$ cat src/rtl/pw_check_pkg.sv
// Shared types for the password policy checker.
//   cls_e   : character class produced by char_classifier
//   FM_*    : bit positions inside the 7-bit fail mask
//   state_e : accumulate/report FSM state
package pw_check_pkg;

    typedef enum logic [2:0] {
        CLS_LOWER,
        CLS_UPPER,
        CLS_DIGIT,
        CLS_SPECIAL,
        CLS_SPACE,
        CLS_ILLEGAL
    } cls_e;

    localparam int unsigned FM_W       = 7;
    localparam int unsigned FM_LEN     = 0;
    localparam int unsigned FM_VOWEL   = 1;
    localparam int unsigned FM_UPPER   = 2;
    localparam int unsigned FM_DIGIT   = 3;
    localparam int unsigned FM_SPECIAL = 4;
    localparam int unsigned FM_RUN     = 5;
    localparam int unsigned FM_ILLEGAL = 6;

    typedef enum logic {
        ST_ACCUM,
        ST_REPORT
    } state_e;

endpackage

$ cat src/rtl/char_classifier.sv
// Combinational ASCII byte classifier.
//   data     in  8  byte to classify
//   cls      out    class (lower/upper/digit/special/space/illegal)
//   is_vowel out 1  a/e/i/o/u, plus A/E/I/O/U when VOWEL_UPPER != 0
module char_classifier
    import pw_check_pkg::*;
#(
    parameter int unsigned VOWEL_UPPER = 1
) (
    input  logic [7:0] data,
    output cls_e       cls,
    output logic       is_vowel
);

    always_comb begin
        cls      = CLS_ILLEGAL;
        is_vowel = 1'b0;
        if (data inside {[8'h61:8'h7A]}) begin
            cls      = CLS_LOWER;
            is_vowel = data inside {8'h61, 8'h65, 8'h69, 8'h6F, 8'h75};
        end else if (data inside {[8'h41:8'h5A]}) begin
            cls      = CLS_UPPER;
            is_vowel = (VOWEL_UPPER != 0) &&
                       (data inside {8'h41, 8'h45, 8'h49, 8'h4F, 8'h55});
        end else if (data inside {[8'h30:8'h39]}) begin
            cls = CLS_DIGIT;
        end else if (data == 8'h20) begin
            cls = CLS_SPACE;
        end else if (data inside {[8'h21:8'h7E]}) begin
            // printable and not alphanumeric or space
            cls = CLS_SPECIAL;
        end
    end

endmodule

$ cat src/rtl/password_class_counter.sv
// Streaming password policy checker.
//   clk, rst_n           clock, synchronous active-low reset
//   s_valid/s_ready      input byte handshake; s_data byte, s_last end of password
//   m_valid/m_ready      result handshake
//   m_pass, m_fail_mask  verdict and per-rule failure bits
//   m_len, m_vowel_cnt   saturated length and vowel count of the password
module password_class_counter
    import pw_check_pkg::*;
#(
    parameter int unsigned CNT_W       = 6,
    parameter int unsigned MIN_LEN     = 8,
    parameter int unsigned MIN_VOWEL   = 1,
    parameter int unsigned MIN_UPPER   = 1,
    parameter int unsigned MIN_DIGIT   = 1,
    parameter int unsigned MIN_SPECIAL = 1,
    parameter int unsigned MAX_RUN     = 3,
    parameter int unsigned VOWEL_UPPER = 1
) (
    input  logic             clk,
    input  logic             rst_n,
    input  logic             s_valid,
    output logic             s_ready,
    input  logic [7:0]       s_data,
    input  logic             s_last,
    output logic             m_valid,
    input  logic             m_ready,
    output logic             m_pass,
    output logic [FM_W-1:0]  m_fail_mask,
    output logic [CNT_W-1:0] m_len,
    output logic [CNT_W-1:0] m_vowel_cnt
);

    localparam int unsigned RUN_W = $clog2(MAX_RUN + 2);
    localparam logic [CNT_W-1:0] CNT_MAX = '1;
    localparam logic [RUN_W-1:0] RUN_MAX = '1;

    state_e           state, state_nxt;
    cls_e             cls;
    logic             is_vowel;
    logic             accept;

    logic [CNT_W-1:0] len, upper_cnt, digit_cnt, special_cnt, vowel_cnt;
    logic [CNT_W-1:0] len_inc, upper_inc, digit_inc, special_inc, vowel_inc;
    logic [7:0]       prev_byte;
    logic [RUN_W-1:0] run, run_inc;
    logic             run_viol, run_viol_inc;
    logic             illegal, illegal_inc;
    logic [FM_W-1:0]  fail_mask_c;

    char_classifier #(
        .VOWEL_UPPER (VOWEL_UPPER)
    ) u_classifier (
        .data     (s_data),
        .cls      (cls),
        .is_vowel (is_vowel)
    );

    assign accept = s_valid && s_ready;

    // Counter values including the byte currently on s_data.
    always_comb begin
        len_inc     = (len == CNT_MAX) ? len : len + CNT_W'(1);
        upper_inc   = upper_cnt;
        digit_inc   = digit_cnt;
        special_inc = special_cnt;
        vowel_inc   = vowel_cnt;
        if (cls == CLS_UPPER && upper_cnt != CNT_MAX)
            upper_inc = upper_cnt + CNT_W'(1);
        if (cls == CLS_DIGIT && digit_cnt != CNT_MAX)
            digit_inc = digit_cnt + CNT_W'(1);
        if (cls == CLS_SPECIAL && special_cnt != CNT_MAX)
            special_inc = special_cnt + CNT_W'(1);
        if (is_vowel && vowel_cnt != CNT_MAX)
            vowel_inc = vowel_cnt + CNT_W'(1);

        // len never wraps back to 0, so len == 0 marks the first byte
        if (len == '0 || s_data != prev_byte)
            run_inc = RUN_W'(1);
        else if (run == RUN_MAX)
            run_inc = run;
        else
            run_inc = run + RUN_W'(1);

        run_viol_inc = run_viol || (32'(run_inc) > MAX_RUN);
        illegal_inc  = illegal || (cls == CLS_ILLEGAL);

        fail_mask_c              = '0;
        fail_mask_c[FM_LEN]      = 32'(len_inc) < MIN_LEN;
        fail_mask_c[FM_VOWEL]    = 32'(vowel_inc) < MIN_VOWEL;
        fail_mask_c[FM_UPPER]    = 32'(upper_inc) < MIN_UPPER;
        fail_mask_c[FM_DIGIT]    = 32'(digit_inc) < MIN_DIGIT;
        fail_mask_c[FM_SPECIAL]  = 32'(special_inc) < MIN_SPECIAL;
        fail_mask_c[FM_RUN]      = run_viol_inc;
        fail_mask_c[FM_ILLEGAL]  = illegal_inc;
    end

    // Next-state logic.
    always_comb begin
        state_nxt = state;
        case (state)
            ST_ACCUM:  if (accept && s_last) state_nxt = ST_REPORT;
            ST_REPORT: if (m_ready)          state_nxt = ST_ACCUM;
            default:                         state_nxt = ST_ACCUM;
        endcase
    end

    // State, counters and result registers.
    always_ff @(posedge clk) begin
        if (!rst_n) begin
            state       <= ST_ACCUM;
            s_ready     <= 1'b0;
            m_valid     <= 1'b0;
            m_pass      <= 1'b0;
            m_fail_mask <= '0;
            m_len       <= '0;
            m_vowel_cnt <= '0;
            len         <= '0;
            upper_cnt   <= '0;
            digit_cnt   <= '0;
            special_cnt <= '0;
            vowel_cnt   <= '0;
            prev_byte   <= '0;
            run         <= '0;
            run_viol    <= 1'b0;
            illegal     <= 1'b0;
        end else begin
            state   <= state_nxt;
            s_ready <= (state_nxt == ST_ACCUM);
            m_valid <= (state_nxt == ST_REPORT);

            if (state == ST_REPORT && m_ready) begin
                len         <= '0;
                upper_cnt   <= '0;
                digit_cnt   <= '0;
                special_cnt <= '0;
                vowel_cnt   <= '0;
                prev_byte   <= '0;
                run         <= '0;
                run_viol    <= 1'b0;
                illegal     <= 1'b0;
            end else if (accept) begin
                len         <= len_inc;
                upper_cnt   <= upper_inc;
                digit_cnt   <= digit_inc;
                special_cnt <= special_inc;
                vowel_cnt   <= vowel_inc;
                prev_byte   <= s_data;
                run         <= run_inc;
                run_viol    <= run_viol_inc;
                illegal     <= illegal_inc;
            end

            if (accept && s_last) begin
                m_fail_mask <= fail_mask_c;
                m_pass      <= (fail_mask_c == '0);
                m_len       <= len_inc;
                m_vowel_cnt <= vowel_inc;
            end
        end
    end

endmodule

$ cat config.mk
export PLATFORM = sky130hd
export DESIGN_NAME = password_class_counter
export DESIGN_NICKNAME = d
export VERILOG_FILES = /design/src/rtl/pw_check_pkg.sv /design/src/rtl/char_classifier.sv /design/src/rtl/password_class_counter.sv
export SDC_FILE = /design/constraint.sdc
export NUM_CORES = 1
export LEC_CHECK = 0
export CAP_MARGIN = 10
export CORE_AREA = 2 2 85 87
export CTS_CLUSTER_DIAMETER = 200
export DETAILED_ROUTE_END_ITERATION = 6
export DIE_AREA = 0 0 87 89
export PLACE_DENSITY_LB_ADDON = 0.08
export SLEW_MARGIN = 20
export SYNTH_ARGS = -nofsm -noshare
export SYNTH_HDL_FRONTEND = slang
export SYNTH_HIERARCHICAL = 1
export SYNTH_SLANG_ARGS = --single-unit
$ cat constraint.sdc
create_clock -name clk -period 3.3 [get_ports clk]
set_input_delay 0.66 -clock clk [delete_from_list [all_inputs] [get_ports clk]]
set_output_delay 0.66 -clock clk [all_outputs]
set_load 0.02 [all_outputs]
==> run_results.csv, run 1 <==
group,metric,value,unit
detailed_routing,routedWlPerCell,13.9,um
global_routing,grt.total_usage,0.216,
logic_synthesis,ys_async_sr_fraction,0,
detailed_routing,drc,0,
detailed_routing,postRouteAntennaNets,0,
setup_path,reg2reg_from,"digit_cnt[0]",
detailed_routing,wl,7890,um
logic_synthesis,ys_warn_count,6,
power_and_ir_drop,worst_ir_drop_vdd,0.000292,V
logic_synthesis,synth_top_cell_by_area,"dfxtp_1",
sta,slew_violations,0,
cts,numCtsBuffers,9,
place,gp_congestion,0.849,
cells_and_area,nets,502,
setup_path,path_max_fanout,4,
logic_synthesis,postSynthNetCount,442,
detailed_routing,wl_met2,3600,um
sta,finalHoldViolations,0,
logic_synthesis,postSynthAreaPerCell,8.09,um2
detailed_routing,wl_met3,366,um
cts,worstSkewPairLatency,0.35,ns
global_routing,gr-total-overflow,0,
cts,hold_buffers,0,
logic_synthesis,yosys-top-cells-area,"dfxtp_1 38%, nand2_1 7.8%, xor2_1 5.4%, nor2_1 4.5%, a21oi_1 4.0%",
logic_synthesis,synth_area,3410,um2
global_routing,grt_max_degree,24,
cts,clk_pin_slew,0.08,ns
global_routing,grt_pass1_wl,13300,um
cts,cts_buffer_depth,2,
cts,cts.sinks,65,
place,place_hpwl,5660,um
logic_synthesis,ys_types,57,
floorplanning,io_pins,35,
worst_hold_path,hold-path-endpoint,"m_fail_mask[1]",
detailed_routing,topRoutingLayerUsed,"met4",
setup_path,r2r_cells,7,
floorplanning,die_width,87,um
logic_synthesis,synth_common_cells,"71 x nand2_1, 65 x dfxtp_1, 41 x nor2_1",
detailed_routing,vias,3118,
place,placed_cell_area,4040,um2
floorplanning,start_util,0.508,
logic_synthesis,post-synth-top-area-fraction,0.381,
cts,cts_max_level,3,
power_and_ir_drop,total_power,1720,uW
sta,post-route-period-util,0.985,
logic_synthesis,synth_edf_count,0,
floorplanning,core_area,6720,um2
logic_synthesis,synthCells,422,
sta,setup-violations-final,0,
detailed_routing,initialDrtViolationCount,186,
sta,relSlewSlack,0.507,
cells_and_area,area_growth,24.9,%
global_routing,antenna_found_initial,0,
worst_hold_path,hold_path_class,"reg2reg",
worst_hold_path,min_from,"m_fail_mask[1]",
flow_run,cap_viol_max_count,0,
power_and_ir_drop,p_leak,0.00170,uW
global_routing,grt_pass1_vias,2837,
sta,fmax,308,MHz
floorplanning,row_count,30,
run_status,status,"finished clean",
cells_and_area,finish.instance_area,4260,um2
setup_path,r2r_end,"m_pass",
sta,fin_crit,3.25,ns
sta,finalClockSkew,0.0125,ns
cells_and_area,num-fill-cells,596,
setup_path,cp_data_required_time,3.54,ns
cells_and_area,drive_above_1_share,0.144,
detailed_routing,vias_per_cell,5.50,
place,numPortBuffers,34,
cells_and_area,utilization,0.635,
detailed_routing,firstDrtPassIters,4,
setup_path,endpoint_kind,"register",
logic_synthesis,seq_area_frac_synth,0.381,
cells_and_area,diodes,0,
setup_path,worstPathArrival,3.49,ns
setup_path,startpoint_type,"input pin",
cts,cts_tree,"built",
power_and_ir_drop,power.density,403,nW/um2
logic_synthesis,synth.most_common_cell,"nand2_1",
logic_synthesis,ys_seq_elements,65,
worst_hold_path,min_delay_path_depth,2,
floorplanning,die_area,7740,um2
detailed_routing,met1Wirelength,3870,um
cts,cts_root_buf,"clkbuf_8",
sta,tightest_slew,0.738,ns
setup_path,crit_type,"in2reg",
logic_synthesis,dominantRegCellSynth,"dfxtp_1",
floorplanning,die_h,89,um
setup_path,r2r_slack,1.18,ns
logic make-up after synthesis:
family / Yosys count / share of synthesized area
AO/OA/AOI/OAI: 89 / 0.171
XOR/XNOR: 29 / 0.0744
flip-flops: 65 / 0.381
buffers and inverters: 28 / 0.0315
multiplexers: 14 / 0.0432
adder cells (fa/ha/maj): 7 / 0.0256
AND/OR/NAND/NOR: 190 / 0.273
state kept, by name, indices dropped and copies added (netlist names):
| register | flops |
|---|---|
| m_fail_mask | 7 |
| upper_cnt | 6 |
| m_pass | 1 |
| run | 3 |
| m_vowel_cnt | 6 |
| special_cnt | 6 |
| s_ready | 1 |
| m_len | 6 |
| prev_byte | 8 |
| illegal | 1 |
| state | 1 |
| run_viol | 1 |
| len | 6 |
| digit_cnt | 6 |
| vowel_cnt | 6 |
repair_timing:
action | CTS | global route
gates resized for setup | 4 | 2
pin swaps | 5 | 1
setup endpoints to repair | 1 | 2
buffers inserted | 1 | 0
through the flow:
step / cells / hold slack (ns) / setup slack [ns] / setup TNS [ns]
floorplan: 422 / 0.448 / 0.0426 / 0
global placement: 550 / 0.441 / -0.309 / -1.07
detailed placement: 550 / 0.446 / -0.408 / -1.61
CTS: 567 / 0.457 / 0.0464 / 0
global route: 567 / 0.473 / -0.0188 / -0.0188
finish: 567 / 0.454 / 0.0505 / 0
report_power, final:
group          leakage [uW]  total, uW  internal [uW]  switching [uW]
Sequential         0.000527        817            803            13.8
Clock             0.0000985        701            371             330
Combinational       0.00108        200           93.9             106
metal layers:
layer / vias to the layer above / track usage
met5: - / 0
met4: 0 / 0.0739
met3: 6 / 0.0471
met2: 75 / 0.342
met1: 1431 / 0.293
li1: 1606 / -
placed cells by master (no fill, tap or decap), types with 8 or more instances in the layout:
cell type and count:
a21oi_1 27, and2_1 14, and3_1 8, buf_4 37, clkbuf_8 10, clkdlybuf4s50_1 30, dfxtp_1 65, mux2i_1 11
nand2_1 71, nand3_1 13, nand4_1 11, nor2_1 41, o21ai_0 15, xnor2_1 8, xor2_1 21
worst max-delay path, cell delays in order:
cell	delay (ns)
clkdlybuf4s50_1	0.52
or3b_2	0.45
nand3_1	0.11
a32oi_1	0.10
buf_4	0.16
nor3b_4	0.21
nand4_1	0.18
mux2_4	0.34
or3_4	0.36
and3_1	0.17
a32o_1	0.21
how the worst max path moves through the flow:
stage	start	end	slack, ns	cells after the start
after floorplan	s_data[1]	m_pass	0.04	9
after global placement	s_data[1]	m_pass	-0.31	10
after detailed placement	s_data[1]	m_pass	-0.41	10
after CTS	s_data[3]	m_pass	0.05	10
after global routing	s_data[4]	m_pass	-0.02	11
final	s_data[4]	m_pass	0.05	11
layout make-up:
type | count | area [um2] | share of cell area
Timing Repair Buffer | 71 | 617 | 0.145
Multi-Input combinational cell | 329 | 2020 | 0.473
Inverter | 6 | 22.5 | 0.00528
Clock inverter | 6 | 67.6 | 0.0158
Sequential cell | 65 | 1300 | 0.305
Clock buffer | 10 | 138 | 0.0323
Tap cell | 80 | 100 | 0.0235
No activity file was read; power rests on OpenSTA's default activity.
==> inputs of run 2 (changes only) <==
CORE_AREA = 2 2 78 80   (was 2 2 85 87)
DIE_AREA = 0 0 80 82   (was 0 0 87 89)
clock period = 4.17 ns   (was 3.3 ns; I/O delays follow)
==> run 2 against run 1 <==
Die area shrank 15%. Critical path depth shrank 1. Largest power group unchanged. Clock power shrank 17%. Combinational power shrank 30%. Power shrank 20%. Worst hold slack gained 0.013 ns. Clock-buffer cell count grew 2. Sequential cell count is the same. Worst setup slack gained 0.42 ns. Non-clock buffer count shrank 29. Register-to-register slack gained 0.83 ns. Largest cell class unchanged.
==> run_results.csv, run 2 (synthesis gave the netlist of run 1 again) <==
group,metric,value,unit
global_routing,grt_pass1_vias,2837,
global_routing,antenna_found_initial,0,
power_and_ir_drop,power.density,340,nW/um2
sta,fin_setup_tns,0,ns
cells_and_area,seq_area,1300,um2
sta,relSlewSlack,0.401,
setup_path,crit_family,"simple AND/OR/NAND/NOR gates",
setup_path,crit_type,"in2reg",
floorplanning,core_area,5750,um2
sta,fmax,270,MHz
power_and_ir_drop,worst_ir_drop_vdd,0.000255,V
setup_path,cp_data_required_time,4.41,ns
floorplanning,row_count,28,
worst_hold_path,hold_path_class,"reg2reg",
sta,finalHoldViolations,0,
worst_hold_path,min_delay_path_depth,2,
power_and_ir_drop,p_leak,0.00156,uW
detailed_routing,initialDrtViolationCount,150,
cells_and_area,top_regs,"prev_byte x8, m_fail_mask x7",
sta,rsz0062_at_grt,"false",
sta,finalClockSkew,0.00814,ns
place,gp_congestion,0.868,
cells_and_area,finish.instance_area,4030,um2
cts,cts_max_level,3,
sta,tightest_slew,0.896,ns
cts,numCtsBuffers,9,
setup_path,max_stage_delay,0.54,ns
cells_and_area,final_common_cell,"nand2_1",
sta,setup-violations-final,0,
place,numPortBuffers,34,
global_routing,grt_max_degree,33,
cells_and_area,instances_no_fill,532,
detailed_routing,firstDrtPassIters,5,
floorplanning,die_h,82,um
detailed_routing,wl,7510,um
cts,cts.sinks,65,
cells_and_area,diodes,0,
floorplanning,io_pins,35,
setup_path,path_buf_inv,1,
cts,cts-resized-gates,0,
run_status,status,"finished clean",
floorplanning,die_width,80,um
floorplanning,die_area,6560,um2
cells_and_area,top_register,"prev_byte",
setup_path,path_max_fanout,6,
global_routing,grt.total_usage,0.241,
setup_path,timing.critical_path.cells,"clkdlybuf4s50_1 > or4_4 > o22a_1 > a32oi_1 > nor3b_4 > nand4_1 > mux2_4 > or3_1 > and3_1 > a32o_1",
cells_and_area,area_growth,18.1,%
setup_path,r2r_slack,2.01,ns
cts,cts_root_buf,"clkbuf_8",
sta,slew_violations,0,
setup_path,startpoint_type,"input pin",
cts,post_cts_buffers,0,
setup_path,endpoint_kind,"register",
place,place_hpwl,5180,um
setup_path,reg2reg_from,"vowel_cnt[0]",
cells_and_area,drive_above_1_share,0.0788,
detailed_routing,routedWlPerCell,14.1,um
cells_and_area,final_cell_mix,"71 x nand2_1, 65 x dfxtp_1, 41 x nor2_1, 34 x clkdlybuf4s50_1, 27 x a21oi_1",
cts,cts_buffer_depth,2,
sta,fin_crit,3.70,ns
setup_path,cp_slowest_cell,"or4_4",
sta,post-route-period-util,0.887,
cells_and_area,num-fill-cells,482,
power_and_ir_drop,total_power,1370,uW
worst_hold_path,hold-path-endpoint,"m_len[4]",
cells_and_area,largest_reg_flops,8,
setup_path,worstSetupStartpoint,"s_data[0]",
setup_path,r2r_end,"m_pass",
detailed_routing,postRouteAntennaNets,0,
cells_and_area,multi_input_area,2010,um2
place,dp.cells,517,
floorplanning,start_util,0.594,
detailed_routing,vias_per_cell,5.75,
place,placed_cell_area,3820,um2
global_routing,grt_pass1_wl,12500,um
cells_and_area,nets,473,
flow_run,cap_viol_max_count,0,
cts,cts_tree,"built",
detailed_routing,drc,0,
cts,hold_buffers,0,
cts,clk_pin_slew,0.07,ns
worst_hold_path,min_from,"m_len[4]",
setup_path,r2r_cells,7,
cts,worstSkewPairLatency,0.34,ns
global_routing,gr-total-overflow,0,
setup_path,worstPathArrival,3.94,ns
sta,worst_hold_slack,0.467,ns
detailed_routing,vias,3057,
## run 2: cell count changes in the layout (fill, tap and decap cells not counted), sizes merged, moves of 2 or more
cell and delta:
buf -29, clkinvlp -2, clkinv -2, clkbuf +2, dlygate4sd2 -3, clkdlybuf4s50 +4
## run 2: layout make-up
| cell class | instances | share of cell area |
|---|---|---|
| clock inverters | 3 | 0.0161 |
| inverters | 6 | 0.00558 |
| well taps | 75 | 0.0233 |
| repair buffers | 42 | 0.0993 |
| multi-input cells | 329 | 0.497 |
| flip-flops and latches | 65 | 0.323 |
| clock buffers | 12 | 0.0360 |
## run 2: stage by stage
stage                util  worst slack, ns
global placement    0.666            0.257
CTS                 0.702            0.485
global route        0.702            0.336
detailed placement  0.666            0.141
finish              0.702            0.469
floorplan               -            0.739
## run 2: worst max path at each step
stage,end,cells after the start,slack [ns]
after floorplan,m_pass,9,0.74
after global placement,m_pass,10,0.26
after detailed placement,m_pass,10,0.14
after CTS,m_pass,10,0.48
after global routing,m_pass,10,0.34
final,m_pass,10,0.47
## run 2: power by group
part	internal, uW	switching (uW)
Sequential	636	10.9
Combinational	60.8	79.8
Clock	349	234
## run 2: per-layer routing
layer / routed length [um] / track usage
met3: 214 / 0.0374
met2: 3770 / 0.412
met4: 152 / 0.103
met5: 0 / 0
met1: 3370 / 0.303
## run 2: worst register-to-register path, delay by kind of cell, from the launching register on
family                   cells  cell delay (ns)
AND/OR/NAND/NOR              3             0.58
multiplexers                 1             0.38
AO/OA/AOI/OAI                2             0.44
flip-flops                   1             0.46
adder cells (fa/ha/maj)      1             0.25
==> inputs of run 3 (changes only) <==
HOLD_SLACK_MARGIN = 0.12   (was not set)
clock period = 4.65 ns   (was 4.17 ns; I/O delays follow)
==> run 3 against run 2 <==
Sequential cell count unchanged. Via count decreased by 2.7%. Utilization decreased by 0.20 points. Clock skew increased by 0.0014 ns. Worst setup slack improved by 0.24 ns. Worst hold slack got worse by 0.0071 ns. Die area unchanged. Design area decreased by 0.28%. Highest routed layer unchanged. Global-route usage decreased by 0.32 points.
==> run_results.csv, run 3 (synthesis gave the netlist of run 1 again) <==
group,metric,value,unit
cells_and_area,diodes,0,
floorplanning,die_h,82,um
cts,hold_buffers,0,
sta,fin_crit,3.95,ns
sta,rsz0062_at_grt,"false",
cts,cts_tree,"built",
sta,fmax,253,MHz
sta,finalHoldViolations,0,
cells_and_area,num-fill-cells,494,
floorplanning,io_pins,35,
cells_and_area,final_common_cell,"nand2_1",
cts,worstSkewPairLatency,0.34,ns
run_status,status,"finished clean",
sta,post-route-period-util,0.848,
floorplanning,start_util,0.594,
cts,post_cts_buffers,0,
floorplanning,die_area,6560,um2
cells_and_area,area_growth,17.8,%
power_and_ir_drop,worst_ir_drop_vdd,0.000243,V
cells_and_area,drive_above_1_share,0.0771,
sta,finalClockSkew,0.00950,ns
setup_path,startpoint_type,"input pin",
cts,cts_root_buf,"clkbuf_8",
sta,worst_hold_slack,0.460,ns
power_and_ir_drop,power.density,311,nW/um2
global_routing,grt_pass1_wl,12100,um
setup_path,endpoint_kind,"register",
floorplanning,row_count,28,
global_routing,grt.total_usage,0.238,
detailed_routing,wl,7410,um
sta,fin_setup_tns,0,ns
sta,tightest_slew,0.903,ns
detailed_routing,vias_per_cell,5.62,
power_and_ir_drop,total_power,1250,uW
cts,cts_max_level,3,
cells_and_area,largest_reg_flops,8,
cells_and_area,top_register,"prev_byte",
detailed_routing,vias,2974,
detailed_routing,routedWlPerCell,14.0,um
place,place_hpwl,5140,um
detailed_routing,firstDrtPassIters,4,
cells_and_area,top_regs,"prev_byte x8, m_fail_mask x7",
setup_path,path_max_fanout,9,
setup_path,worstPathArrival,4.18,ns
floorplanning,core_area,5750,um2
power_and_ir_drop,p_leak,0.00155,uW
global_routing,grt_max_degree,26,
cts,cts-resized-gates,0,
global_routing,antenna_found_initial,0,
sta,relSlewSlack,0.396,
setup_path,crit_type,"in2reg",
global_routing,grt_pass1_vias,2607,
setup_path,r2r_slack,2.40,ns
worst_hold_path,hold_path_class,"reg2reg",
cts,cts_buffer_depth,2,
flow_run,cap_viol_max_count,0,
sta,slew_violations,0,
detailed_routing,initialDrtViolationCount,105,
cts,numCtsBuffers,9,
cells_and_area,final_cell_mix,"71 x nand2_1, 65 x dfxtp_1, 41 x nor2_1, 34 x clkdlybuf4s50_1, 27 x a21oi_1",
cts,clk_pin_slew,0.07,ns
sta,setup-violations-final,0,
cts,cts.sinks,65,
detailed_routing,postRouteAntennaNets,0,
cells_and_area,nets,469,
floorplanning,die_width,80,um
detailed_routing,drc,0,
place,numPortBuffers,34,
cells_and_area,seq_area,1300,um2
global_routing,gr-total-overflow,0,
cells_and_area,multi_input_area,2010,um2
setup_path,cp_data_required_time,4.88,ns
place,gp_congestion,0.864,
run 3: cell types whose count changed in the layout (fill, tap and decap cells not counted):
cell / change
clkbuf_1: -2
clkinvlp_4: +1
clkbuf_8: +1
clkinv_2: +1
buf_4: -4
run 3: area by class of cell:
type	count	share of cell area
repair buffers	38	0.0921
flip-flops and latches	65	0.323
clock inverters	5	0.0193
clock buffers	11	0.0376
inverters	6	0.00560
well taps	75	0.0233
multi-input cells	329	0.499
run 3: layer usage:
layer  track usage  vias to the layer above  part of all wire  wire length (um)
met3        0.0659                        6             0.040               293
met1         0.287                     1383              0.46              3410
met4        0.0797                        0            0.0090                67
met2         0.409                       50              0.49              3640
met5             0                        -                 0                 0
li1              -                     1535                 -                 -
run 3: worst max-delay path, cell delays in order:
cell and delay, ns:
clkdlybuf4s50_1 0.55, or4_4 0.60, o22a_1 0.23, a32oi_1 0.35, nor3b_4 0.34, nand4_1 0.16
mux2_4 0.32, or3_1 0.32, and3_1 0.17, a32o_1 0.21
run 3: per-stage QoR:
stage,std cells,instance area [um2],utilization,setup slack [ns]
after floorplan,422,3410,-,1.12
after global placement,513,3790,0.660,0.426
after detailed placement,513,3790,0.660,0.351
after CTS,529,4020,0.700,0.716
after global routing,529,4020,0.700,0.490
final,529,4020,0.700,0.705
run 3: final timing paths:
check	start	to	depth (start not counted)
min	m_fail_mask[1]	m_fail_mask[1]	2
max	s_data[1]	m_pass	10
max reg2reg	vowel_cnt[0]	m_pass	7
min reg2reg	m_fail_mask[1]	m_fail_mask[1]	2
run 3: power by group:
part	switching [uW]	internal, uW	total [uW]
logic	71.4	52.3	124
registers	10.0	570	580
clock network	216	329	545
total	298	952	1250
